<file path="src/rtl/ifq_pkg.sv">
// Shared types and helpers for the instruction fetch queue.
package ifq_pkg;

    localparam int INST_W = 32;
    localparam int PC_W   = 32;

    typedef struct packed {
        logic [INST_W-1:0] inst;
        logic [PC_W-1:0]   pc;
    } ifq_entry_t;

    // $clog2 returns 0 for 1; a zero-width bus is illegal, so clamp to 1.
    function automatic int clog2_safe(input int value);
        return (value <= 1) ? 1 : $clog2(value);
    endfunction

endpackage

</file>
<file path="src/rtl/ifq_storage.sv">
// Entry array for the fetch queue: FETCH_N masked write ports, ISSUE_N
// combinational read ports. The array is deliberately left unreset.
module ifq_storage
    import ifq_pkg::*;
#(
    parameter int DEPTH   = 8,
    parameter int FETCH_N = 2,
    parameter int ISSUE_N = 2,
    parameter int PTR_W   = clog2_safe(DEPTH)
) (
    input  logic                              clk,
    input  logic [FETCH_N-1:0]                wr_en,
    input  logic [FETCH_N-1:0][PTR_W-1:0]     wr_idx,
    input  ifq_entry_t [FETCH_N-1:0]          wr_data,
    input  logic [ISSUE_N-1:0][PTR_W-1:0]     rd_idx,
    output ifq_entry_t [ISSUE_N-1:0]          rd_data
);

    ifq_entry_t mem [DEPTH];

    always_ff @(posedge clk) begin
        for (int k = 0; k < FETCH_N; k++) begin
            if (wr_en[k]) begin
                mem[wr_idx[k]] <= wr_data[k];
            end
        end
    end

    always_comb begin
        for (int i = 0; i < ISSUE_N; i++) begin
            rd_data[i] = mem[rd_idx[i]];
        end
    end

endmodule

</file>
<file path="src/rtl/inst_fetch_queue.sv">
// Instruction fetch queue between the instruction SRAM and multi-issue decode.
// Optional macro IFQ_STATS_EN adds full/empty cycle counters.
module inst_fetch_queue
    import ifq_pkg::*;
#(
    parameter int FETCH_N = 2,
    parameter int ISSUE_N = 2,
    parameter int DEPTH   = 8
) (
    input  logic                           clk,
    input  logic                           rst,
    input  logic                           flush,
    input  logic                           fetch_valid,
    output logic                           fetch_ready,
    input  logic [31:0]                    fetch_pc,
    input  logic [32*FETCH_N-1:0]          fetch_rdata,
    output logic [ISSUE_N-1:0]             issue_valid,
    output logic [32*ISSUE_N-1:0]          issue_inst,
    output logic [32*ISSUE_N-1:0]          issue_pc,
    input  logic [$clog2(ISSUE_N+1)-1:0]   issue_take
`ifdef IFQ_STATS_EN
    ,
    output logic [31:0]                    stat_full_cyc,
    output logic [31:0]                    stat_empty_cyc
`endif
);

    localparam int PTR_W = clog2_safe(DEPTH);
    localparam int CNT_W = $clog2(DEPTH + 1);
    localparam int OFF_W = clog2_safe(FETCH_N);

    logic [PTR_W-1:0] rd_ptr;
    logic [PTR_W-1:0] wr_ptr;
    logic [CNT_W-1:0] count;
    logic [CNT_W-1:0] count_next;
    logic [CNT_W-1:0] n_in;
    logic [CNT_W-1:0] eff_take;
    logic [OFF_W-1:0] off;
    logic             accept;
    logic             unused_pc_lsb;

    logic [FETCH_N-1:0]            wr_en;
    logic [FETCH_N-1:0][PTR_W-1:0] wr_idx;
    logic [FETCH_N-1:0][OFF_W-1:0] src_word;
    ifq_entry_t [FETCH_N-1:0]      wr_data;
    logic [ISSUE_N-1:0][PTR_W-1:0] rd_idx;
    ifq_entry_t [ISSUE_N-1:0]      rd_data;

    assign unused_pc_lsb = ^fetch_pc[1:0];

    generate
        if (FETCH_N == 1) begin : g_off_single
            assign off = '0;
        end else begin : g_off_multi
            assign off = fetch_pc[OFF_W+1:2];
        end
    endgenerate

    // Ready looks only at registered occupancy, so a full queue needs one
    // cycle after a dequeue before it takes another beat.
    assign fetch_ready = (count <= CNT_W'(DEPTH - FETCH_N));
    assign accept      = fetch_valid & fetch_ready & ~flush;
    assign n_in        = CNT_W'(FETCH_N) - CNT_W'(off);

    always_comb begin
        eff_take = CNT_W'(issue_take);
        if (eff_take > count) begin
            eff_take = count;
        end
        if (eff_take > CNT_W'(ISSUE_N)) begin
            eff_take = CNT_W'(ISSUE_N);
        end
    end

    assign count_next = count + (accept ? n_in : '0) - eff_take;

    always_comb begin
        wr_en    = '0;
        wr_idx   = '0;
        src_word = '0;
        wr_data  = '0;
        for (int k = 0; k < FETCH_N; k++) begin
            src_word[k]     = off + OFF_W'(k);
            wr_en[k]        = accept && (CNT_W'(k) < n_in);
            wr_idx[k]       = wr_ptr + PTR_W'(k);
            wr_data[k].inst = fetch_rdata[32*src_word[k] +: 32];
            if (FETCH_N == 1) begin
                wr_data[k].pc = fetch_pc;
            end else begin
                wr_data[k].pc = {fetch_pc[31:OFF_W+2], src_word[k], 2'b00};
            end
        end
    end

    ifq_storage #(
        .DEPTH   (DEPTH),
        .FETCH_N (FETCH_N),
        .ISSUE_N (ISSUE_N),
        .PTR_W   (PTR_W)
    ) u_storage (
        .clk     (clk),
        .wr_en   (wr_en),
        .wr_idx  (wr_idx),
        .wr_data (wr_data),
        .rd_idx  (rd_idx),
        .rd_data (rd_data)
    );

    always_comb begin
        rd_idx      = '0;
        issue_valid = '0;
        issue_inst  = '0;
        issue_pc    = '0;
        for (int i = 0; i < ISSUE_N; i++) begin
            rd_idx[i]      = rd_ptr + PTR_W'(i);
            issue_valid[i] = (count > CNT_W'(i));
            if (issue_valid[i]) begin
                issue_inst[32*i +: 32] = rd_data[i].inst;
                issue_pc[32*i +: 32]   = rd_data[i].pc;
            end
        end
    end

    always_ff @(posedge clk) begin
        if (rst || flush) begin
            rd_ptr <= '0;
            wr_ptr <= '0;
            count  <= '0;
        end else begin
            count  <= count_next;
            rd_ptr <= rd_ptr + PTR_W'(eff_take);
            if (accept) begin
                wr_ptr <= wr_ptr + PTR_W'(n_in);
            end
        end
    end

`ifdef IFQ_STATS_EN
    // Counters survive flush; only reset clears them.
    always_ff @(posedge clk) begin
        if (rst) begin
            stat_full_cyc  <= '0;
            stat_empty_cyc <= '0;
        end else begin
            if (!fetch_ready && (stat_full_cyc != 32'hFFFF_FFFF)) begin
                stat_full_cyc <= stat_full_cyc + 32'd1;
            end
            if ((count == '0) && (stat_empty_cyc != 32'hFFFF_FFFF)) begin
                stat_empty_cyc <= stat_empty_cyc + 32'd1;
            end
        end
    end
`endif

endmodule

</file>
<file path="config.mk">
export PLATFORM = sky130hd
export DESIGN_NAME = inst_fetch_queue
export DESIGN_NICKNAME = d
export VERILOG_FILES = /design/src/rtl/ifq_pkg.sv /design/src/rtl/ifq_storage.sv /design/src/rtl/inst_fetch_queue.sv
export SDC_FILE = /design/constraint.sdc
export NUM_CORES = 1
export LEC_CHECK = 0
export ABC_AREA = 1
export CAP_MARGIN = 20
export CORE_MARGIN = 5
export CORE_UTILIZATION = 61
export DETAILED_ROUTE_END_ITERATION = 6
export DONT_BUFFER_PORTS = 1
export GPL_ROUTABILITY_DRIVEN = 0
export PLACE_DENSITY_LB_ADDON = 0.15
export SYNTH_ARGS = -nofsm -noshare
export SYNTH_HDL_FRONTEND = slang
export SYNTH_SLANG_ARGS = --single-unit
</file>
<file path="constraint.sdc">
create_clock -name clk -period 3.7 [get_ports clk]
set_input_delay 0.74 -clock clk [delete_from_list [all_inputs] [get_ports clk]]
set_output_delay 0.74 -clock clk [all_outputs]
set_load 0.01 [all_outputs]
</file>
==> metrics.md <==
| Metric | Value |
|---|---|
| Share of the clock period used by the worst path | between 90% and 100% |
| Number of distinct library cells after synthesis | 31 |
| Logic depth of the worst register-to-register path | 14 |
| Sort of element at the end of the critical path | output pin |
| Relative contribution of the clock network to total power | 25.0% |
| First-iteration detailed-routing DRC count | roughly 3300 |
| Number of buffers on the longest clock path | 3 |
| All-layer global routing usage | 33.1% |
| Largest net degree at the start of global routing | 281 |
| Cell type with the largest total area after synthesis | edfxtp_1 |
| Fraction of registers with async set/reset | 0% |
| Critical path startpoint category | flop |
| Initial core utilization | 61.5% |
| CP max FO | 280 |
| Cell area power density | about 610 nW/µm² |
| Worst slew slack as a fraction of its limit | between 10% and 20% |
| Routed length on met3 | roughly 11000 µm |
| Part of the total power dissipated in combinational logic | 42.6% |
| Critical path required time | a little under 3 ns |
| Vias in the first global route | 25539 |
| Port Buffers | 0 |
| Number of synthesized register bits | slightly above 500 |
| Synth Flop Type | edfxtp_1 |
| Kind of critical path | flop to output pin |
| Reg-to-Reg Start | count[1]$_SDFF_PP0_ |
| Total standard cell area after synthesis | roughly 32000 µm² |
| Amount of wire on met2 after detailed routing | about 45000 µm |
| Routed WL | between 90000 and 100000 µm |
| Number of clock buffers inserted by TritonCTS | 53 |
| Core utilization of the finished layout | about 66% |
| Measured slew at the worst slew-check pin | 1.27 ns |
| Initial antenna violation count | 0 |
| FF-to-FF End | count[2]$_SDFF_PP0_ |
| Max frequency | 0.273 GHz |
| Area of the die | 56300 µm² |
| Hold worst-path end | u_storage.mem[2][8]$_DFFE_PP_ |
| Cts hold-fix bufs | 0 |
| Peak supply drop | around 0.0006 V |
| Metal1 wirelength | 36500 µm |
| Post-synthesis area per instance | ~7.4 µm² |
| Internal | approximately 12 mW |
| Via count | 27993 |
| Register share of total power | 32.4% |
| Antenna cells | 0 |
| Clock network latency to the later pin of the worst-skew pair | ~0.61 ns |
| Critical hold path startpoint | fetch_pc[10] |
| Worst-case register-to-register setup slack | about 0.8 ns |
| Synth area leaders | edfxtp_1 47%, nand2_1 16%, nand3_1 9.3%, nor2_1 6.1%, inv_1 5.1% |
| Switching power as a share of total power | 42.0% |
| Share of layout cells above drive strength 1 | about 6% |
| Switching pwr | about 8.6 mW |
| DPL Wire Length | ~53000 µm |
| Layout-stage area growth over the synthesis result | 6.82% |
| Antenna Nets Post-Route | 0 |
| EDFF count, synth | approximately 500 |
| H-tree depth reported by CTS | 2 |
| P_leak | between 15 and 20 nW |
| Final hold violation count | 0 |
| Core Rows | 83 |
| Floorplan Core Area | between 50000 and 60000 µm² |
| Data arrival time of the critical path | 2.92 ns |
| Nets | around 4200 |
| Die span in y | 237 µm |
| Number of detailed-routing iterations run before antenna repair | 6 |
| Detailed-route DRC error count | 0 |
| Final TNS setup | 0 ns |
| Fraction of synthesized cell area taken by the top area cell type | a little under half |
| WHS Path Cells | 0 |
| Clock tree from TritonCTS | built |
| Wire length of the first global-routing pass | ~150000 µm |
| Skew final | 0.0174 ns |
| Top sig layer | met4 |
| Seq/Total Area, Yosys | 47.9% |
| Synth Warn # | 0 |
| Final setup violation count | 0 |
| Count of mapped cells out of synthesis | 4238 |
| Min cycle time layout | about 3.7 ns |
| Fin. max-slew vios | 0 |
| Via count normalized by instance count | between 5 and 6 |
| Number of ports placed on the die boundary | around 230 |
| Clock root buffer | clkbuf_16 |
| DIE WIDTH | 237 µm |
| Unrepaired setup endpoints after global routing | false |
| Result of the run | finished, final reports clean |
| Total power after layout | 20.4 mW |
| Mean routed wirelength per cell | around 20 µm |
| Number of max-cap violations | 0 |
| Grt ovf | 0 |
| TritonCTS sink count | around 510 |
| Reg clk slew, reported paths | approximately 0.06 ns |
| Type of the tightest min-delay check | input pin to flop |
## synth_stat cells, drive strengths merged (4+ instances only)
master / instances
dfxtp: 10
buf: 200
nand3: 587
xor2: 4
inv: 437
edfxtp: 496
a21oi: 71
clkbuf: 97
nor2: 518
fa: 4
ha: 13
o21ai: 438
nand2: 1358
## layer usage
layer | GRT usage (%) | vias up
met5 | 0 | -
met1 | 43.9 | 12665
met4 | 14.5 | 0
met3 | 5.80 | 311
met2 | 54.0 | 1598
li1 | - | 13419
## registers in the layout, indices dropped and copies added, names as in the netlist
| name | count |
|---|---|
| rd_ptr | 3 |
| wr_ptr | 3 |
| u_storage.mem | 496 |
| count | 4 |
## area by class of cell
| class | count | area, µm² |
|---|---|---|
| Multi-Input combinational cell | 3000 | 13300 |
| Inverter | 438 | 1670 |
| Fill cell | 4262 | 17500 |
| Timing Repair Buffer | 105 | 1140 |
| Clock buffer | 69 | 1410 |
| Tap cell | 680 | 851 |
| Sequential cell | 506 | 15100 |
| Clock inverter | 26 | 203 |
## per-stage QoR
| stage | worst slack [ns] | cell area, µm² | hold slack, ns | cells |
|---|---|---|---|---|
| after floorplan | 0.338 | 31500 | 0.507 | 4241 |
| final | 0.0353 | 33700 | 0.226 | 4824 |
| after global placement | 0.519 | 31900 | 0.534 | 4724 |
| after global routing | 0.0127 | 33700 | 0.206 | 4824 |
| after detailed placement | 0.509 | 31900 | 0.548 | 4724 |
| after CTS | 0.0106 | 33600 | 0.201 | 4819 |
## worst max-delay path by stage
| stage | slack (ns) | depth (start not counted) | start | to |
|---|---|---|---|---|
| after floorplan | 0.34 | 8 | fetch_valid | u_storage.mem[0][0]$_DFFE_PP_ |
| final | 0.04 | 6 | rd_ptr[0]$_SDFF_PP0_ | issue_inst[33] |
| after detailed placement | 0.51 | 6 | rd_ptr[0]$_SDFF_PP0_ | issue_pc[16] |
| after global placement | 0.52 | 6 | rd_ptr[0]$_SDFF_PP0_ | issue_pc[16] |
| after global routing | 0.01 | 6 | rd_ptr[0]$_SDFF_PP0_ | issue_pc[16] |
| after CTS | 0.01 | 8 | count[3]$_SDFF_PP0_ | issue_inst[33] |
## cell families after synthesis
| logic type | after synthesis | synth area share (%) |
|---|---|---|
| AND/OR/NAND/NOR | 2464 | 32.5 |
| buffers and inverters | 735 | 10.4 |
| flip-flops | 506 | 47.9 |
| XOR/XNOR | 5 | 0.139 |
| AO/OA/AOI/OAI | 510 | 8.36 |
| other | 1 | 0.0119 |
| adder cells (fa/ha/maj) | 17 | 0.771 |
## power by group through the flow
| stage | Combinational (mW) | Sequential [mW] | Clock (mW) |
|---|---|---|---|
| finish | 8.70 | 6.61 | 5.10 |
| detailed placement | 8.42 | 6.73 | 0 |
| global placement | 8.34 | 6.72 | 0 |
| floorplan | 5.80 | 6.69 | 0 |
| global route | 9.49 | 6.62 | 5.36 |
| CTS | 8.45 | 6.61 | 5.13 |
## cells in the final DEF (no fill, tap or decap), types with 3 or more instances in the layout
master	n
a21oi_1	71
buf_12	24
buf_4	76
buf_6	3
bufinv_16	3
clkbuf_1	14
clkbuf_16	53
clkinv_1	12
clkinv_2	10
conb_1	4
dfxtp_1	7
dfxtp_4	3
edfxtp_1	496
fa_1	4
ha_1	12
inv_1	430
inv_2	3
inv_6	3
nand2_1	1338
nand2_2	4
nand2_4	8
nand2_8	8
nand3_1	583
nor2_1	507
nor2_4	10
o21ai_0	256
o21ai_1	161
o21ai_2	20
xor2_1	3
## repair_timing
| action | in CTS | in global routing |
|---|---|---|
| endpoints found under the hold margin | 0 | 0 |
| setup buffers | 0 | 5 |
| gates resized for setup | 1 | 7 |
| pin swaps | 1 | 2 |
| setup endpoints to repair | 22 | 38 |
## worst max-delay path, cell delays in order, from the launching register on
cell and delay [ns]:
dfxtp_4 0.45, buf_16 0.55, o21ai_0 0.22, nor2_1 0.14, nor2_1 0.06, nor2_1 0.28, buf_4 0.19
No activity file was read; power rests on OpenSTA's default activity.
